[src/rtl/bp_me_axi_addr_arb_pkg.sv]
// Shared types for the ME AXI slave address arbiter: FSM states and AXI response codes.
package bp_me_axi_addr_arb_pkg;

  typedef enum logic [1:0] {
    e_idle,
    e_busy,
    e_resp
  } bp_me_axi_arb_state_e;

  // AXI BRESP/RRESP encodings; only OKAY is ever produced here.
  localparam logic [1:0] axi_resp_okay_lp   = 2'b00;
  localparam logic [1:0] axi_resp_exokay_lp = 2'b01;
  localparam logic [1:0] axi_resp_slverr_lp = 2'b10;
  localparam logic [1:0] axi_resp_decerr_lp = 2'b11;

endpackage

[src/rtl/bp_me_axi_addr_arb.sv]
// Round-robin arbiter that shares one AXI transfer pump between the AW and AR channels,
// keeping exactly one transaction outstanding and issuing the B response for writes.
module bp_me_axi_addr_arb
  import bp_me_axi_addr_arb_pkg::*;
#(
  parameter int axi_addr_width_p = 64,
  parameter int axi_id_width_p   = 4
) (
  input  logic                        clk_i,
  input  logic                        reset_i,

  input  logic [axi_addr_width_p-1:0] s_axi_awaddr_i,
  input  logic [1:0]                  s_axi_awburst_i,
  input  logic [7:0]                  s_axi_awlen_i,
  input  logic [2:0]                  s_axi_awsize_i,
  input  logic [axi_id_width_p-1:0]   s_axi_awid_i,
  input  logic                        s_axi_awvalid_i,
  output logic                        s_axi_awready_o,

  input  logic [axi_addr_width_p-1:0] s_axi_araddr_i,
  input  logic [1:0]                  s_axi_arburst_i,
  input  logic [7:0]                  s_axi_arlen_i,
  input  logic [2:0]                  s_axi_arsize_i,
  input  logic [axi_id_width_p-1:0]   s_axi_arid_i,
  input  logic                        s_axi_arvalid_i,
  output logic                        s_axi_arready_o,

  output logic [axi_id_width_p-1:0]   s_axi_bid_o,
  output logic [1:0]                  s_axi_bresp_o,
  output logic                        s_axi_bvalid_o,
  input  logic                        s_axi_bready_i,

  output logic                        pump_v_o,
  input  logic                        pump_ready_and_i,
  output logic [axi_addr_width_p-1:0] pump_axaddr_o,
  output logic [1:0]                  pump_axburst_o,
  output logic [7:0]                  pump_axlen_o,
  output logic [2:0]                  pump_axsize_o,
  input  logic                        pump_done_i,

  output logic                        is_write_o,
  output logic [axi_id_width_p-1:0]   id_o,
  output logic                        busy_o
);

  bp_me_axi_arb_state_e state_r;
  logic                      last_w_r;
  logic                      is_write_r;
  logic [axi_id_width_p-1:0] id_r;

  logic offering;
  logic grant_w;
  logic accept;

  // Writes win unless a read is also waiting and the previous grant was a write.
  assign offering = (state_r == e_idle) & ~reset_i;
  assign grant_w  = s_axi_awvalid_i & (~s_axi_arvalid_i | ~last_w_r);
  assign accept   = pump_v_o & pump_ready_and_i;

  always_comb begin
    pump_v_o        = 1'b0;
    s_axi_awready_o = 1'b0;
    s_axi_arready_o = 1'b0;
    pump_axaddr_o   = s_axi_araddr_i;
    pump_axburst_o  = s_axi_arburst_i;
    pump_axlen_o    = s_axi_arlen_i;
    pump_axsize_o   = s_axi_arsize_i;
    if (grant_w) begin
      pump_axaddr_o  = s_axi_awaddr_i;
      pump_axburst_o = s_axi_awburst_i;
      pump_axlen_o   = s_axi_awlen_i;
      pump_axsize_o  = s_axi_awsize_i;
    end
    if (offering) begin
      pump_v_o        = s_axi_awvalid_i | s_axi_arvalid_i;
      s_axi_awready_o = grant_w & pump_ready_and_i;
      s_axi_arready_o = ~grant_w & s_axi_arvalid_i & pump_ready_and_i;
    end
  end

  always_ff @(posedge clk_i) begin
    if (reset_i) begin
      state_r    <= e_idle;
      last_w_r   <= 1'b0;
      is_write_r <= 1'b0;
      id_r       <= '0;
    end else begin
      case (state_r)
        e_idle: begin
          if (accept) begin
            id_r       <= grant_w ? s_axi_awid_i : s_axi_arid_i;
            is_write_r <= grant_w;
            last_w_r   <= grant_w;
            state_r    <= e_busy;
          end
        end
        e_busy: begin
          if (pump_done_i)
            state_r <= is_write_r ? e_resp : e_idle;
        end
        e_resp: begin
          if (s_axi_bready_i)
            state_r <= e_idle;
        end
        default: state_r <= e_idle;
      endcase
    end
  end

  assign s_axi_bvalid_o = (state_r == e_resp);
  assign s_axi_bid_o    = id_r;
  assign s_axi_bresp_o  = axi_resp_okay_lp;

  assign busy_o     = (state_r != e_idle);
  assign is_write_o = is_write_r;
  assign id_o       = id_r;

  // A done pulse outside a burst means the pump and arbiter disagree on ownership.
  done_only_when_busy: assert property (@(posedge clk_i) disable iff (reset_i)
    pump_done_i |-> (state_r == e_busy));

endmodule

[config.mk]
export PLATFORM = sky130hd
export DESIGN_NAME = bp_me_axi_addr_arb
export DESIGN_NICKNAME = d
export VERILOG_FILES = /design/src/rtl/bp_me_axi_addr_arb_pkg.sv /design/src/rtl/bp_me_axi_addr_arb.sv
export SDC_FILE = /design/constraint.sdc
export NUM_CORES = 1
export LEC_CHECK = 0
export CORE_AREA = 3 3 99 101
export CTS_BUF_LIST = sky130_fd_sc_hd__clkbuf_8
export DETAILED_ROUTE_END_ITERATION = 6
export DIE_AREA = 0 0 102 104
export PLACE_DENSITY_LB_ADDON = 0.1
export SLEW_MARGIN = 20
export SYNTH_ARGS = -nofsm -noshare
export SYNTH_HDL_FRONTEND = slang
export SYNTH_SLANG_ARGS = --single-unit
[constraint.sdc]
create_clock -name clk_i -period 2 [get_ports clk_i]
set_clock_uncertainty 0.1 [all_clocks]
set_input_delay 0.4 -clock clk_i [delete_from_list [all_inputs] [get_ports clk_i]]
set_output_delay 0.4 -clock clk_i [all_outputs]
set_load 0.005 [all_outputs]
### Word-level counts from Yosys, hierarchy flattened

Cells that the tools add are included.

* add/sub/neg operators: 0
* multiply operators: 0
* div/mod/pow operators: 0
* $lt $le $gt $ge: 0
* equality and inequality tests: 5
* shifts and indexed selects: 0
* multiplexer cells: 13
* bitwise gates (word level): 12
* reduce and logical (&&, ||, !) cells: 4

Operators by type and width (number)
* two-way mux 64 bit: 1
* two-way mux 2 bit: 5
* two-way mux 8 bit: 1
* AND 1 bit: 6
* one-hot mux 2 bit (3 select lines): 1
* two-way mux 4 bit: 1
* inequality test 2 bit (second input constant): 2
* NOT 1 bit: 4
* two-way mux 1 bit: 3
* two-way mux 3 bit: 1
* AND reduction 3 bit: 1
* equality test 2 x 1 -> 1 bit (second input constant): 1
* equality test 2 bit (second input constant): 1
* logical NOT 2 bit: 1
* inequality test 2 x 1 -> 1 bit (second input constant): 1
* bitwise OR 1 bit: 2
* AND reduction 2 bit: 1
* nonzero test 2 bit: 1

* register bits: 7
* bits in latches: 0
* bits in writable memories: 0
* ROM bits: 0
* input bits: 169
* output and inout bits: 93
* word-level logic and storage cells: 37
* memories: 0

### Longest topological paths before layout

* depth after elaboration: 7
* gate-level depth with buffers: 5
* mapped depth without buffers: 3

### Worst setup path after synthesis

No wires, ideal clock.

* path type: input -> output
* start: in reset_i
* end: out s_axi_arready_o
* arrival time: 1.137 ns
* required time: 1.500 ns
* setup slack: 0.363 ns
* stages on the path: 4
* path buffers: 2
* path through: buf_6 > nor4b_4 > buf_6 > and3_2

* word-level cells in the longest chain between the ends: 3

RTL lines
* from (decl): line bp_me_axi_addr_arb.sv:10 `input logic reset_i,`
* NOT 1 bit: line bp_me_axi_addr_arb.sv:56 `assign offering = (state_r == e_idle) & ~reset_i;`
* AND 1 bit: line bp_me_axi_addr_arb.sv:56
* two-way mux 1 bit: line bp_me_axi_addr_arb.sv:74 `if (offering) begin`
* to (decl): line bp_me_axi_addr_arb.sv:26 `output logic s_axi_arready_o,`

No other way between the ends.

### Worst setup path after layout

* start: in pump_ready_and_i
* end: out s_axi_awready_o

* word-level cells in the longest chain between the ends: 2

RTL lines
* from (decl): line bp_me_axi_addr_arb.sv:34 `input logic pump_ready_and_i,`
* AND 1 bit: line bp_me_axi_addr_arb.sv:76 `s_axi_awready_o = grant_w & pump_ready_and_i;`
* two-way mux 1 bit: line bp_me_axi_addr_arb.sv:74
* to (decl): line bp_me_axi_addr_arb.sv:18 `output logic s_axi_awready_o,`

No other way between the ends.

==> metrics list <==
- The synthesized design contains 7 register bits.
- Die Outline Area: between 0.01 and 0.015 mm2
- Synth Warn #: 0
- Of the synthesized area, sequential elements account for 0.0996.
- Final worst hold slack: 436 ps
- Share of final-layout standard cells stronger than drive strength 1: 0.159
- Across all layers, the routed design uses ~2.8k vias.
- After global routing the overflow that remains totals 0.
* Placement Rows: 35
- Setup repair after global routing could not meet its margin everywhere.
- Number of antenna repair diodes: 0
* Final-layout fill cell count: roughly 940
- Number of global-route vias before repair: roughly 2.8k
- Using the TritonRoute via totals, the vias-per-cell ratio works out to between 4 and 5.
* Worst-skew pair later-pin latency: 230 ps
* Final total negative setup slack: 0 ps
- Pin count of the biggest net entering global routing: 22
* Antenna violations before repair: 0
- Setup violations remaining at the end of the flow were counted as 0.
- Derived from the worst setup path, the maximum achievable clock frequency is slightly above 500 MHz.
- The die is 102 um wide.
- Setup crit start kind: input pin
- Total core area: approximately 0.0091 mm2
* CTS H-tree lvls: 1
- Outcome: finished clean
- The congestion estimate from routability-driven global placement came to 0.782.
* Vert. Die Dim: between 100 and 150 um
- Number of standard cells after synthesis: about 300
* Number of CTS-inserted buffers: 3
- VDD IR max: between 0.1 and 0.15 mV
- After the first detailed-routing iteration, the DRC count stood at 81.
* Root buffer cell: clkbuf_8
- TritonCTS clock tree: built
* Power density over the cells: 297 mW/mm2
* Final net count: 742
- The max-slew violation count was 0.
- The clock drives 7 sinks.
- The analysis attributes to cell leakage a power of ~2.2 nW.
* Total iterations of the first detailed-routing run: 4
- Kind of critical path: input pin to output port
* GR Util All Layers: 0.173
- Average wire per standard cell: 14.3 um
- Max Fanout on Critical Path: 2
- Worst endpoint required time: 1500 ps
* Path category of the worst min-delay check: flop to flop
* Clk pin slew, worst setup/hold paths: approximately 40 ps
- Total count of hold-check failures in the final report: 0
- Avg Inst Size Synth: roughly 4.8 um2
- Hold repair after CTS inserted 0 buffers.
- Arrival time reported for the critical path endpoint: 1480 ps
* Count of different cell masters after synthesis: 23
- Layout area overhead: 210%
- Across the run, the number of max-cap violations was 0.
* Clk buf depth: 2
* First-pass GRT wire length: between 10000 and 15000 um
- Starting Density: 0.154
- I/O pin count: about 260
- Total Routed Length: just under 10000 um
- The count of buffers added on input and output ports is between 200 and 300.
* Antenna Violating Nets Remaining: 0
- Subtracting the final worst setup slack from the clock period gives roughly 2000 ps.
- The worst setup path is captured at an output port.
- For this run, design rule violations remaining after detail routing come to 0.
* Post-synth design cell area: 0.00141 mm2
- Of the available clock period, the critical path in the final layout requires 0.990.
* Post-DP HPWL: approximately 7400 um
path summary, 6_finish.rpt:
| kind | from | endpoint | slack, ps | cells past startpoint |
|---|---|---|---|---|
| worst min register to register | id_o[3]$_SDFFE_PP0P_ | id_o[3]$_SDFFE_PP0P_ | 440 | 2 |
| worst max register to register | state_r[1]$_SDFFE_PP0P_ | is_write_o$_SDFFE_PP0P_ | 430 | 5 |
| worst min-delay path | id_o[3]$_SDFFE_PP0P_ | id_o[3]$_SDFFE_PP0P_ | 440 | 2 |
| worst max-delay path | pump_ready_and_i | s_axi_awready_o | 20 | 5 |
power by group:
| group | switching [mW] | total [mW] | internal, mW |
|---|---|---|---|
| registers | 0.00729 | 0.155 | 0.147 |
| logic | 0.328 | 0.945 | 0.616 |
| clock network | 0.0648 | 0.198 | 0.133 |
| total | 0.400 | 1.30 | 0.897 |
final cells by class:
cell class / count / area (um2) / area share
Clock buffer: 3 / 41.3 / 0.00947
Clock inverter: 1 / 3.75 / 0.000861
Inverter: 1 / 3.75 / 0.000861
Multi-Input combinational cell: 263 / 1130 / 0.260
Sequential cell: 7 / 144 / 0.0330
Tap cell: 111 / 139 / 0.0318
Timing Repair Buffer: 297 / 2900 / 0.664
Yosys cell counts:
| master | count | share of area |
|---|---|---|
| a211oi_1 | 4 | 0.021 |
| nand2_1 | 231 | 0.62 |
| buf_2 | 8 | 0.028 |
| nor2b_1 | 2 | 0.0089 |
| o32ai_1 | 4 | 0.025 |
| buf_6 | 4 | 0.032 |
| a311oi_1 | 1 | 0.0062 |
| nor4b_4 | 1 | 0.017 |
| conb_1 | 1 | 0.0027 |
| a21bo_2 | 1 | 0.0071 |
| nor2_1 | 1 | 0.0027 |
| nor3b_1 | 2 | 0.011 |
| dfxtp_1 | 7 | 0.10 |
| and2_2 | 1 | 0.0053 |
| or2_2 | 2 | 0.0089 |
| a21oi_1 | 7 | 0.025 |
| clkbuf_1 | 7 | 0.019 |
| buf_4 | 7 | 0.037 |
| and3_2 | 1 | 0.0053 |
| nand2b_1 | 1 | 0.0045 |
| nand4b_1 | 1 | 0.0062 |
| a21boi_2 | 1 | 0.0080 |
| inv_1 | 1 | 0.0027 |
routing by layer:
layer | part of all wire | vias up | GRT usage | routed length, um
met3 | 0.078 | 8 | 0.0409 | 756
met4 | 0.012 | 0 | 0.0300 | 117
met2 | 0.55 | 121 | 0.338 | 5360
met5 | 0 | - | 0 | 0
li1 | - | 1456 | - | -
met1 | 0.36 | 1223 | 0.184 | 3520
metrics by stage:
stage | util | power, mW | instance area (um2) | instances | setup slack (ps)
6_report | 0.479 | 1.30 | 4360 | 683 | 20.3
5_1_grt | 0.479 | 1.40 | 4360 | 683 | -40.1
4_1_cts | 0.479 | 1.30 | 4360 | 678 | 0.282
3_5_place_dp | 0.453 | 1.10 | 4130 | 653 | -652
3_3_place_gp | 0.453 | 1.10 | 4130 | 653 | -656
2_1_floorplan | - | 0.416 | 1410 | 297 | 363
kinds of logic (layout without fill, tap and decap cells):
logic type | Yosys count | count (layout) | share of synthesized area
AOI/OAI and AO/OA | 18 | 18 | 0.0925
buffers and inverters | 27 | 302 | 0.119
DFF | 7 | 7 | 0.0996
other | 1 | 2 | 0.00267
and+or+nand+nor | 243 | 243 | 0.686
registers in the layout, summed over array words and instances (netlist names):
signal and flops:
state_r 2, is_write_o 1, id_o 4
repair_timing:
| action | CTS | global route |
|---|---|---|
| gates resized for setup | 145 | 68 |
| pin swaps | 3 | 3 |
| buffers inserted | 15 | 5 |
| cloned | 6 | 1 |
| setup endpoints to repair | 80 | 45 |
critical path, stage by stage:
cell,delay [ps]
clkdlybuf4s50_1,460
nor4b_4,220
buf_4,160
and2_2,140
buf_6,100
cell usage in the layout, fill, tap and decap left out:
| cell type | instances |
|---|---|
| a21boi_4 | 1 |
| buf_12 | 5 |
| buf_6 | 8 |
| buf_2 | 12 |
| o32ai_1 | 4 |
| nor4b_4 | 1 |
| a21bo_4 | 1 |
| nand2_1 | 226 |
| and2_2 | 1 |
| buf_16 | 5 |
| buf_4 | 20 |
| clkbuf_8 | 3 |
| nand4b_1 | 1 |
| clkdlybuf4s15_2 | 4 |
| conb_1 | 2 |
| a21oi_1 | 7 |
| clkdlybuf4s15_1 | 20 |
| a311oi_1 | 1 |
| nor2_1 | 1 |
| nor3b_1 | 2 |
| nor2b_1 | 2 |
| a211oi_1 | 4 |
| clkdlybuf4s50_1 | 176 |
| inv_1 | 2 |
| dfxtp_1 | 6 |
| or2_2 | 2 |
| clkbuf_2 | 20 |
| dlygate4sd2_1 | 26 |
| and3_4 | 1 |
| nand2_2 | 5 |
| dfxtp_4 | 1 |
| nand2b_1 | 1 |
| clkbuf_16 | 1 |
Note: power is estimated with default switching activity, not from simulation.
